==> config.mk <==
export PLATFORM = sky130hd
export DESIGN_NAME = seq_idle_timer
export DESIGN_NICKNAME = d
export VERILOG_FILES = /design/src/rtl/seq_chk_pkg.sv /design/src/rtl/seq_idle_timer.sv
export SDC_FILE = /design/constraint.sdc
export NUM_CORES = 1
export LEC_CHECK = 0
export ABC_CLOCK_PERIOD_IN_PS = 1400
export CAP_MARGIN = 20
export CELL_PAD_IN_SITES_DETAIL_PLACEMENT = 0
export CELL_PAD_IN_SITES_GLOBAL_PLACEMENT = 1
export CORE_AREA = 2 2 39 41
export CTS_CLUSTER_SIZE = 16
export DETAILED_ROUTE_END_ITERATION = 16
export DIE_AREA = 0 0 41 43
export PLACE_DENSITY = 0.37
export SLEW_MARGIN = 20
export SYNTH_ARGS = -nofsm -noshare
export SYNTH_HDL_FRONTEND = slang
export SYNTH_SLANG_ARGS = --single-unit
==> constraint.sdc <==
create_clock -name clk -period 1.4 [get_ports clk]
set_clock_uncertainty 0.15 [all_clocks]
set_input_delay 0.14 -clock clk [delete_from_list [all_inputs] [get_ports clk]]
set_output_delay 0.14 -clock clk [all_outputs]
set_load 0.02 [all_outputs]
==> src/rtl/seq_chk_pkg.sv <==
// Shared types and constants for the sequence stream checker.
package seq_chk_pkg;

  typedef enum logic [1:0] {
    IDLE = 2'd0,
    RUN  = 2'd1,
    DONE = 2'd2
  } chk_state_e;

  // First-error record shape: word index and received data of the first mismatch.
  typedef struct packed {
    logic [15:0] idx;
    logic [31:0] data;
  } err_info_t;

  localparam logic [7:0] ERR_SAT = 8'hFF;

endpackage

==> src/rtl/seq_idle_timer.sv <==
// Idle-cycle counter: counts ticks since the last clear and flags the
// tick that completes TIMEOUT consecutive idle cycles. TIMEOUT==0 disables it.
module seq_idle_timer
  import seq_chk_pkg::*;
#(
  parameter int unsigned TIMEOUT = 16
) (
  input  logic clk,
  input  logic reset,
  input  logic clear,
  input  logic tick,
  output logic expire
);

  if (TIMEOUT == 0) begin : g_off
    assign expire = 1'b0;
  end else begin : g_on
    localparam int unsigned CW = (TIMEOUT > 1) ? $clog2(TIMEOUT) : 1;

    logic [CW-1:0] idle;

    // Count consecutive idle ticks; any clear restarts the count.
    always_ff @(posedge clk) begin
      if (reset || clear) begin
        idle <= '0;
      end else if (tick) begin
        idle <= idle + CW'(1);
      end
    end

    assign expire = tick && (idle == CW'(TIMEOUT - 1));
  end

endmodule

==> results.toml <==
[clock_network]
clkTransAtPathRegs_ns = 0.04
root_buffer = "clkbuf_4"
numCtsBuffers = 3
worstSkewPairLatency_ns = 0.23
cts.path.max_buffers = 2
cts_tree = "done"
ctsHtreeMaxLevel = 1
cts_sinks = 4
hold_buffers = 0

[logic_synthesis]
synth.cell_area_sq_um = 186.4
synth_cells = 17
avgSynthCellArea_sq_um = 10.97
yosysUniqueCellTypes = 12
synth_fp_nets = 22
yosysSeqAreaShare_pct = 42.95
synth.top_cell.area_share_pct = 42.95
synth_top_cell_by_area = "dfxtp_1"
yosys_warnings = 0
synth-seq-cells = 4
synth_area_leaders = "dfxtp_1 43%, nor3_1 8.1%, ha_1 6.7%"

[floorplanning]
fp-row-count = 14
die_h_um = 43
core_sq_um = 1384
ios = 5
die_w_um = 41
die_area_sq_um = 1763
initial_utilization_pct = 13.47

[critical_path]
regToRegSetupSlack_ns = 0.18
cp-start-kind = "flip-flop"
rr_endpoint = "g_on.idle[2]$_SDFFE_PP0P_"
worstPathCellList = "ha_4, and4_2, buf_6"
crit_type = "reg -> out"
r2r-start = "g_on.idle[0]$_SDFFE_PP0P_"
critical-path-slowest-cell = "dfxtp_2"
crit_path_end_kind = "primary output"
reg2regPathDepth = 4
path_depth = 3
critPathTopFamily = "flip-flops"
cpPeakStageDelay_ns = 0.33
crit_required_ns = 1.11
path_buf_inv = 1
worstPathArrival_ns = 1.06
crit_fanout = 2

[sta]
max_slew_margin_pct = 88.31
rsz0062_at_grt = "no"
period_needed_ns = 1.353
worst_slew_pin_slew_ns = 0.1742
hold_slack_ns = 0.4801
tns_ns = 0
finalSetupViolCount = 0
slew_viol_final = 0
hold_viol_final = 0
finalCritPeriodShare_pct = 96.64
fmax_mhz = 739.1

[cells_and_area]
drive_gt1_share_pct = 53.13
final_cells = 48
final_common_cell = "buf_4"
largest_reg_flops = 4
final_nets = 39
final_cell_mix = "8 x buf_4, 3 x nor3_1, 3 x clkbuf_4, 3 x clkdlybuf4s50_1"
largest_register = "g_on.idle"
final_core_util_pct = 24.95
antenna_cells = 0
reg_top3 = "g_on.idle (4)"
area_delta_synth_final_pct = 85.23

[detailed_routing]
drc = 0
drt_iter0_drc = 1
drt-pass1-iter-count = 2
routed_wl_um = 405
routedWlPerCell_um = 8.438
num_vias = 182
vias_per_cell = 3.792
drt.antenna.violating_nets = 0

[global_route]
overflow = 0
first_global_vias = 196
grt_start_max_net_pins = 6
gr-usage-all-layers_pct = 7.222
antenna_found_initial = 0
grt_pass1_wl_um = 752

[hold_path]
whs_path_depth = 3
worstHoldStart = "g_on.idle[2]$_SDFFE_PP0P_"
min_to = "g_on.idle[2]$_SDFFE_PP0P_"
hold_path.class = "reg -> reg"

[power]
power_mw = 0.2886
max-vdd-ir-drop_mv = 0.3495
power.density_nw_per_um2 = 835.7
p_leak_nw = 0.1411

[flow_run]
maxCapViolations = 0

[placement]
hpwl_um = 351.8
dp.cells = 44
place_congestion = 0.7259
port_buffers = 4

[outcome]
status = "finished, final reports clean"
-- timing repair --
item | CTS | global route
endpoints found under the setup margin | 1 | 1
buffers inserted | 1 | 0
pin swaps | 1 | 1
resized for setup | 6 | 4
-- power breakdown --
part	switching, mW	internal, mW
combinational	0.0115	0.0202
sequential	0.00221	0.117
clock	0.0420	0.0955
-- Yosys cell counts (all sizes together) --
| library cell | count |
|---|---|
| ha | 1 |
| nand3b | 1 |
| a211oi | 1 |
| nor3b | 1 |
| and4 | 1 |
| dfxtp | 4 |
| mux2 | 1 |
| mux2i | 1 |
| nand4 | 1 |
| nor3 | 3 |
| a21bo | 1 |
| xnor2 | 1 |
-- worst register-to-register path, delay by kind of cell, from the launching register on --
kind | cells | cell delay [ns]
flops | 1 | 0.33
fa+ha+maj | 1 | 0.15
buf+inv | 1 | 0.13
compound gates | 2 | 0.38
-- per-stage QoR --
stage	worst slack (ns)	area (sq um)
after global routing	0.007471	345.3
after floorplan	0.2774	186.4
after global placement	-0.2986	299.0
after CTS	0.003445	329.1
final	0.04709	345.3
after detailed placement	-0.3034	299.0
-- logic make-up after synthesis --
group / count (synthesis) / synth area share (%)
multiplexers: 2 / 11.41
XOR/XNOR: 1 / 4.699
flip-flops: 4 / 42.95
AO/OA/AOI/OAI: 2 / 9.398
adder cells (fa/ha/maj): 1 / 6.710
AND/OR/NAND/NOR: 7 / 24.84
-- cell type report --
type | count | area [sq um]
clock buffer | 3 | 22.52
fill | 156 | 1039
multi-input combinational | 13 | 118.9
sequential | 4 | 82.58
tap | 16 | 20.02
timing repair buffer | 12 | 101.3
-- worst max-delay path by stage --
stage	start	to	slack, ns
6_report	g_on.idle[0]$_SDFFE_PP0P_	expire	0.05
5_1_grt	g_on.idle[0]$_SDFFE_PP0P_	expire	0.007
4_1_cts	g_on.idle[1]$_SDFFE_PP0P_	expire	0.003
3_5_place_dp	tick	expire	-0.30
3_3_place_gp	tick	expire	-0.30
2_1_floorplan	g_on.idle[0]$_SDFFE_PP0P_	g_on.idle[2]$_SDFFE_PP0P_	0.28
-- layer usage --
layer,vias up,track usage [%],part of all wire [%]
met2,5,8.125,47
met5,-,0,0
li1,97,-,-
met1,80,7.692,43
met4,0,6.000,0
met3,0,6.806,8.9
Power figures use the tool's default switching activity.
